==> config.mk <==
export PLATFORM = sky130hd
export DESIGN_NAME = shift_muldiv_seq
export DESIGN_NICKNAME = d
export VERILOG_FILES = /design/src/rtl/shift_muldiv_seq.sv
export SDC_FILE = /design/constraint.sdc
export NUM_CORES = 1
export LEC_CHECK = 0
export CAP_MARGIN = 20
export CORE_ASPECT_RATIO = 1.25
export CORE_MARGIN = 3
export CORE_UTILIZATION = 58
export CTS_BUF_LIST = sky130_fd_sc_hd__clkbuf_4 sky130_fd_sc_hd__clkbuf_8
export CTS_CLUSTER_SIZE = 8
export DETAILED_ROUTE_END_ITERATION = 10
export GPL_ROUTABILITY_DRIVEN = 0
export PLACE_DENSITY = 0.9
export SETUP_SLACK_MARGIN = 0.5
export SYNTH_ARGS = -nofsm -noshare
export SYNTH_HDL_FRONTEND = slang
export SYNTH_SLANG_ARGS = --single-unit
==> constraint.sdc <==
create_clock -name clk -period 2.92 [get_ports clk]
set_input_delay 0.584 -clock clk [delete_from_list [all_inputs] [get_ports clk]]
set_output_delay 0.584 -clock clk [all_outputs]
set_load 0.01 [all_outputs]
==> src/rtl/shift_muldiv_seq.sv <==
// Sequential unsigned multiplier/divider: one shift-add or restoring shift-subtract step per clock.
// Optional POW2_FAST_EN: power-of-two divisors/multipliers bypass the iterative loop.
module shift_muldiv_seq #(
   parameter int WIDTH = 8
) (
   input  logic             clk,
   input  logic             rst_n,
   input  logic             in_valid,
   output logic             in_ready,
   input  logic             mode,
   input  logic [WIDTH-1:0] a,
   input  logic [WIDTH-1:0] b,
   output logic             out_valid,
   input  logic             out_ready,
   output logic [WIDTH-1:0] result_hi,
   output logic [WIDTH-1:0] result_lo,
   output logic             div_by_zero
);

   localparam int CNT_W = $clog2(WIDTH + 1);

   typedef enum logic [1:0] {IDLE, RUN, DONE} state_t;

   state_t           state_q, state_d;
   logic [CNT_W-1:0] cnt;
   logic             mode_q;
   logic [WIDTH-1:0] b_q;
   // hi_q is the mul accumulator high half or the div partial remainder (one spare bit).
   logic [WIDTH:0]   hi_q, hi_next;
   logic [WIDTH-1:0] lo_q, lo_next;
   logic [WIDTH:0]   mul_sum, div_shift;
   logic             div_ge;
   logic             accept, b_zero, fast_hit;
   logic [WIDTH-1:0] fast_hi, fast_lo;

   assign in_ready  = (state_q == IDLE);
   assign out_valid = (state_q == DONE);
   assign accept    = in_valid & in_ready;
   assign b_zero    = (b == '0);

`ifdef POW2_FAST_EN
   localparam int K_W = $clog2(WIDTH);

   logic [K_W-1:0]     k;
   logic [2*WIDTH-1:0] fast_prod;

   always_comb begin
      k = '0;
      for (int i = 0; i < WIDTH; i++) begin
         if (b[i]) k = K_W'(i);
      end
   end

   assign fast_hit  = !b_zero && ((b & (b - WIDTH'(1))) == '0);
   assign fast_prod = {{WIDTH{1'b0}}, a} << k;
   assign fast_hi   = mode ? (a & (b - WIDTH'(1))) : fast_prod[2*WIDTH-1:WIDTH];
   assign fast_lo   = mode ? (a >> k) : fast_prod[WIDTH-1:0];
`else
   assign fast_hit = 1'b0;
   assign fast_hi  = '0;
   assign fast_lo  = '0;
`endif

   // One iteration: mul shifts the accumulator right after a conditional add,
   // div shifts the next dividend bit into the remainder and restores on borrow.
   assign mul_sum   = hi_q + {1'b0, b_q & {WIDTH{lo_q[0]}}};
   assign div_shift = {hi_q[WIDTH-1:0], lo_q[WIDTH-1]};
   assign div_ge    = (div_shift >= {1'b0, b_q});

   always_comb begin
      if (mode_q) begin
         hi_next = div_ge ? (div_shift - {1'b0, b_q}) : div_shift;
         lo_next = {lo_q[WIDTH-2:0], div_ge};
      end else begin
         hi_next = {1'b0, mul_sum[WIDTH:1]};
         lo_next = {mul_sum[0], lo_q[WIDTH-1:1]};
      end
   end

   always_ff @(posedge clk) begin
      if (!rst_n) state_q <= IDLE;
      else        state_q <= state_d;
   end

   always_comb begin
      // NOTE: default first so no path through the case leaves state_d unassigned (no latch).
      state_d = state_q;
      case (state_q)
         IDLE: if (accept) state_d = ((mode && b_zero) || fast_hit) ? DONE : RUN;
         RUN:  if (cnt == CNT_W'(1)) state_d = DONE;
         DONE: if (out_ready) state_d = IDLE;
         default: state_d = IDLE;
      endcase
   end

   always_ff @(posedge clk) begin
      if (!rst_n) begin
         cnt         <= '0;
         mode_q      <= 1'b0;
         b_q         <= '0;
         hi_q        <= '0;
         lo_q        <= '0;
         result_hi   <= '0;
         result_lo   <= '0;
         div_by_zero <= 1'b0;
      end else begin
         case (state_q)
            IDLE: if (accept) begin
               mode_q <= mode;
               b_q    <= b;
               hi_q   <= '0;
               lo_q   <= a;
               cnt    <= CNT_W'(WIDTH);
               if (mode && b_zero) begin
                  result_hi   <= a;
                  result_lo   <= '1;
                  div_by_zero <= 1'b1;
               end else if (fast_hit) begin
                  result_hi   <= fast_hi;
                  result_lo   <= fast_lo;
                  div_by_zero <= 1'b0;
               end
            end
            RUN: begin
               cnt  <= cnt - CNT_W'(1);
               hi_q <= hi_next;
               lo_q <= lo_next;
               if (cnt == CNT_W'(1)) begin
                  result_hi   <= hi_next[WIDTH-1:0];
                  result_lo   <= lo_next;
                  div_by_zero <= 1'b0;
               end
            end
            default: ;
         endcase
      end
   end

endmodule

==> impl_metrics.env <==
export IMPL_die_w_um=71.9
export IMPL_power_density_nw_per_um2=514
export IMPL_synth_edf_count=0
export IMPL_htreeDepth=2
export IMPL_rsz0062_at_grt="yes"
export IMPL_ys_warn_count=0
export IMPL_hold_viol=0
export IMPL_grt_pass1_wl_mm=15.0
export IMPL_syn_area_um2=3150
export IMPL_cts_root_buf="clkbuf_8"
export IMPL_cts_clk_slew_worst_paths_ns=0.11
export IMPL_clock_sinks=49
export IMPL_r2r_setup_slack_ns=0.52
export IMPL_cp_required_ns=3.10
export IMPL_post_place_cells=493
export IMPL_die_h_um=88.4
export IMPL_worst_pin_slew_ns=0.545
export IMPL_overflow=0
export IMPL_synth_top_area_share=0.311
export IMPL_first_iter_violations=365
export IMPL_antenna_found_initial=0
export IMPL_reg2reg_depth=9
export IMPL_crit_fanout=4
export IMPL_nets=481
export IMPL_tns_ns=0
export IMPL_reg2reg_to="hi_q[6]"
export IMPL_yosysMostFrequentCell="nand2_1"
export IMPL_syn_nets=443
export IMPL_status="finished clean"
export IMPL_clock_skew_ns=0.0168
export IMPL_ctsHoldBuffers=0
export IMPL_core_um2=5150
export IMPL_postSynthCellCount=402
export IMPL_yosysTopAreaCell="dfxtp_1"
export IMPL_drc=0
export IMPL_cap_violations=0
export IMPL_cts_max_path_buffers=2
export IMPL_drive_gt1_frac=0.120
export IMPL_diodes=0
export IMPL_r2r_start="lo_q[7]"
export IMPL_initial_core_util=0.611
export IMPL_grt_total_usage=0.303
export IMPL_post_drt_wl_per_cell_um=19.0
export IMPL_cp_arrival_ns=2.58
export IMPL_grt_max_degree=30
export IMPL_row_count=29
export IMPL_dpl_hpwl_mm=6.93
export IMPL_period_needed_ns=2.40
export IMPL_startpoint_type="register"
export IMPL_vias_per_cell=6.74
export IMPL_holdWs_ns=0.487
export IMPL_syn_avg_cell_area_um2=7.83
export IMPL_max_freq_mhz=417
export IMPL_drt_pass1_iterations=5
export IMPL_area_growth_syn_to_layout_pct=20.9
export IMPL_relSlewSlack=0.636
export IMPL_p_leak_nw=1.52
export IMPL_cts_tree="built"
export IMPL_clk_insertion_delay_late_ns=0.32
export IMPL_worstHoldPathCells=2
export IMPL_synth_cells_most_frequent="nand2_1 (53), dfxtp_1 (49), nor2_1 (36)"
export IMPL_die_area_um2=6360
export IMPL_ys_seq_elements=49
export IMPL_vias=3392
export IMPL_ant_nets=0
export IMPL_ir_drop_uv=322
export IMPL_synthFlopType="dfxtp_1"
export IMPL_async_flop_share=0
export IMPL_port_buffers=39
export IMPL_synth_area_top_cells="dfxtp_1 (31%), ha_1 (7.2%), nand2_1 (6.3%)"
export IMPL_ys_types=65
export IMPL_finalSetupViolCount=0
export IMPL_timing_setup_critical_path_class="register to register"
export IMPL_final_cells=503
export IMPL_yosysSeqAreaShare=0.311
export IMPL_drv_slew=0
export IMPL_ios=40
export IMPL_period_share=0.822
export IMPL_endpoint_kind="register"
export IMPL_drt_wl_total_mm=9.55
export IMPL_grt_pass1_vias=3113
export IMPL_hold_class="register to register"
export IMPL_hp_start="b_q[0]"
export IMPL_min_to="b_q[0]"
export IMPL_cts_buffers=5
worst max-delay path: stages, from the launching register on:
cell      delay [ns]
dfxtp_1         0.45
inv_1           0.08
ha_1            0.22
fa_1            0.43
nor2b_4         0.16
o31a_1          0.18
o31a_1          0.18
a211oi_1        0.07
o311ai_2        0.37
a21oi_1         0.12
layout make-up:
type	count	area [µm²]
Clock buffer	5	68.8
Clock inverter	3	43.8
Fill cell	383	1350
Inverter	23	86.3
Multi-Input combinational cell	308	2040
Sequential cell	49	987
Tap cell	62	77.6
Timing Repair Buffer	53	508
per-layer routing:
metal | wire length, µm | share of wire | GRT usage | vias up
met2 | 4520 | 0.47 | 0.517 | 249
met5 | 0 | 0 | 0 | -
met3 | 948 | 0.099 | 0.0511 | 61
met1 | 3450 | 0.36 | 0.349 | 1546
met4 | 622 | 0.065 | 0.195 | 0
li1 | - | - | - | 1536
worst max path at each step:
stage	from	end	slack (ns)	depth (start not counted)
global route	b_q[5]	hi_q[6]	0.43	8
global placement	b[6]	result_hi[3]	0.41	8
detailed placement	b[6]	result_hi[3]	0.39	8
finish	lo_q[7]	hi_q[6]	0.52	9
floorplan	lo_q[0]	hi_q[7]	0.58	10
CTS	lo_q[7]	hi_q[6]	0.49	9
registers in the layout, summed over array words and instances (netlist names):
| register | cells |
|---|---|
| mode_q | 1 |
| div_by_zero | 1 |
| state_q | 2 |
| b_q | 8 |
| hi_q | 9 |
| result_lo | 8 |
| result_hi | 8 |
| cnt | 4 |
| lo_q | 8 |
stage by stage:
stage | util | total power, mW | area, µm² | worst slack [ns]
final | 0.739 | 1.96 | 3810 | 0.520
after global routing | 0.739 | 2.04 | 3810 | 0.426
after CTS | 0.724 | 1.90 | 3730 | 0.487
after detailed placement | 0.700 | 1.40 | 3610 | 0.393
after global placement | 0.700 | 1.38 | 3610 | 0.409
after floorplan | - | 1.22 | 3150 | 0.576
cells in the final DEF, fill, tap and decap left out, types with 4 or more instances in the layout:
cell type	instances
o21a_1	7
a21o_1	5
nand3_1	12
a21oi_1	29
a211oi_1	6
a311oi_1	7
a221oi_1	4
a31oi_1	8
mux2i_1	8
nand2b_1	5
o21ai_0	19
xnor2_1	4
o211ai_1	5
dfxtp_1	46
nor3_1	11
a211oi_2	4
inv_1	21
clkdlybuf4s50_1	39
nand2_1	53
buf_4	13
and2_1	9
clkbuf_8	5
ha_1	17
a21boi_0	6
nor2_1	35
power breakdown:
group	internal (mW)	switching (mW)
combinational	0.265	0.393
sequential	0.722	0.0616
clock	0.257	0.258
total	1.24	0.713
logic make-up after synthesis:
group / after synthesis / share of synthesized area
buffers and inverters: 45 / 0.0636
adder cells (fa/ha/maj): 20 / 0.0842
flip-flops: 49 / 0.311
AND/OR/NAND/NOR: 149 / 0.229
AO/OA/AOI/OAI: 126 / 0.272
XOR/XNOR: 5 / 0.0139
multiplexers: 8 / 0.0254
what timing repair did:
| item | CTS | global route |
|---|---|---|
| buffers inserted | 0 | 2 |
| setup endpoints to repair | 7 | 16 |
| hold endpoints to repair | 0 | 0 |
| cloned | 0 | 0 |
| resized for setup | 4 | 17 |
| pin swaps | 0 | 6 |
Power figures use the tool's default switching activity.
==> RTL edit: new RTL, same flow settings <==
The 3 states of `state_t` get a one-hot encoding in 3 bits.
--- a/src/rtl/shift_muldiv_seq.sv
+++ b/src/rtl/shift_muldiv_seq.sv
@@ -19,7 +19,7 @@
 
    localparam int CNT_W = $clog2(WIDTH + 1);
 
-   typedef enum logic [1:0] {IDLE, RUN, DONE} state_t;
+   typedef enum logic [2:0] {IDLE = 3'b001, RUN = 3'b010, DONE = 3'b100} state_t;
 
    state_t           state_q, state_d;
    logic [CNT_W-1:0] cnt;
Check against the original RTL: same outputs for any inputs over 4 cycles, from zero or initial values and one cycle with rst_n low; so few cycles prove little.
==> RTL edit against the unedited design <==
Routed wire length shrank 3.1%. Setup slack lost 14 ps. Via count shrank 1.9%. Count of clock-buffer cells in the layout grew 2. Cell area grew 1.6%. Area after synthesis grew 4.0%. Total power shrank 21%. Sequential cell count grew 1. Sequential power shrank 6.1%.
==> RTL edit: results <==
set metrics [dict create \
    synthAdderAreaFrac_pct 8.101 \
    top_register "hi_q" \
    startpoint "b_q[1]" \
    p_leak_nw 1.446 \
    antenna_cells 0 \
    nNonClkInverters 16 \
    multi_input_cells 322 \
    grt_max_degree 31 \
    dp_slack_ps 331.3 \
    grt_pass1_wl_um 15030 \
    synthDistinctLibCells 61 \
    clock_skew_ps 6.542 \
    slowest_delay_ps 410 \
    die_x_um 73.21 \
    firstDrtPassIters 6 \
    grt_usage_pct 28.09 \
    ys_top_cells_by_count "nand2_1, dfxtp_1, nor2_1" \
    postSynthAreaPerCell_um2 8.025 \
    drive_gt1_share_pct 9.888 \
    cp_data_arrival_time_ps 2610 \
    syn-num-nets 449 \
    timing.fmax_mhz 414.3 \
    fillerInstances 374 \
    muxShareOfSynthArea_pct 4.012 \
    slowest_stage "dfxtp_2" \
    cts_resized 8 \
    status "finished clean" \
    holdCritPathClass "reg -> reg" \
    clkbuf_count 7 \
    design.seq.count 50 \
    htree_levels 2 \
    fin_nets 485 \
    seq_share_pct 26.00 \
    vias 3328 \
    clk_share_pct 2.458 \
    vias_per_cell 6.564 \
    peakVddDrop_mv 0.3098 \
    numPlacedInstances 498 \
    ys_seq_area_share_pct 30.57 \
    seq_area_mm2 0.001006 \
    synth-compound-area-share_pct 25.14 \
    drt-total-wl_um 9251 \
    synthXorXnorAreaFrac_pct 1.872 \
    first_iter_violations 350 \
    path_clk_slew_ps 90 \
    first_global_vias 3184 \
    buffer_area_share_pct 12.03 \
    worstMarginPinSlew_ps 634.1 \
    signal_buffers 49 \
    synthTopCellsByArea "dfxtp_1, ha_1, nand2_1" \
    synth_top_cell_area_share_pct 30.57 \
    min-delay-start "result_hi[1]" \
    p_sw_uw 478.3 \
    dp_hpwl_um 6793 \
    dpl_cell_area_mm2 0.003709 \
    multi_input_area_mm2 0.002165 \
]
==> RTL edit: routing by layer <==
metal  up-vias  GRT usage [%]  wire length (um)
li1       1566              -                 -
met1      1577          36.52              3787
met2       161          45.75              4691
met3        24          3.571               577
met4         0          11.85               194
met5         -              0                 0
==> RTL edit: power by group through the flow <==
stage / registers, mW / logic (mW) / clock network [mW]
3_3_place_gp: 0.748 / 0.346 / 0
6_report: 0.736 / 0.377 / 0.429
5_1_grt: 0.739 / 0.406 / 0.457
3_5_place_dp: 0.750 / 0.351 / 0
4_1_cts: 0.735 / 0.364 / 0.428
2_1_floorplan: 0.737 / 0.256 / 0
==> RTL edit: kinds of logic after synthesis <==
group | count (synthesis)
mux | 13
compound gates | 118
xor+xnor | 7
fa+ha+maj | 20
flops | 50
buf+inv | 36
simple gates | 164
==> RTL edit: path summary, 6_finish.rpt <==
check             depth (start not counted)      endpoint
setup / recovery                          8       hi_q[4]
hold / removal                            2  result_hi[1]
setup reg to reg                          8       hi_q[4]
hold reg to reg                           2  result_hi[1]
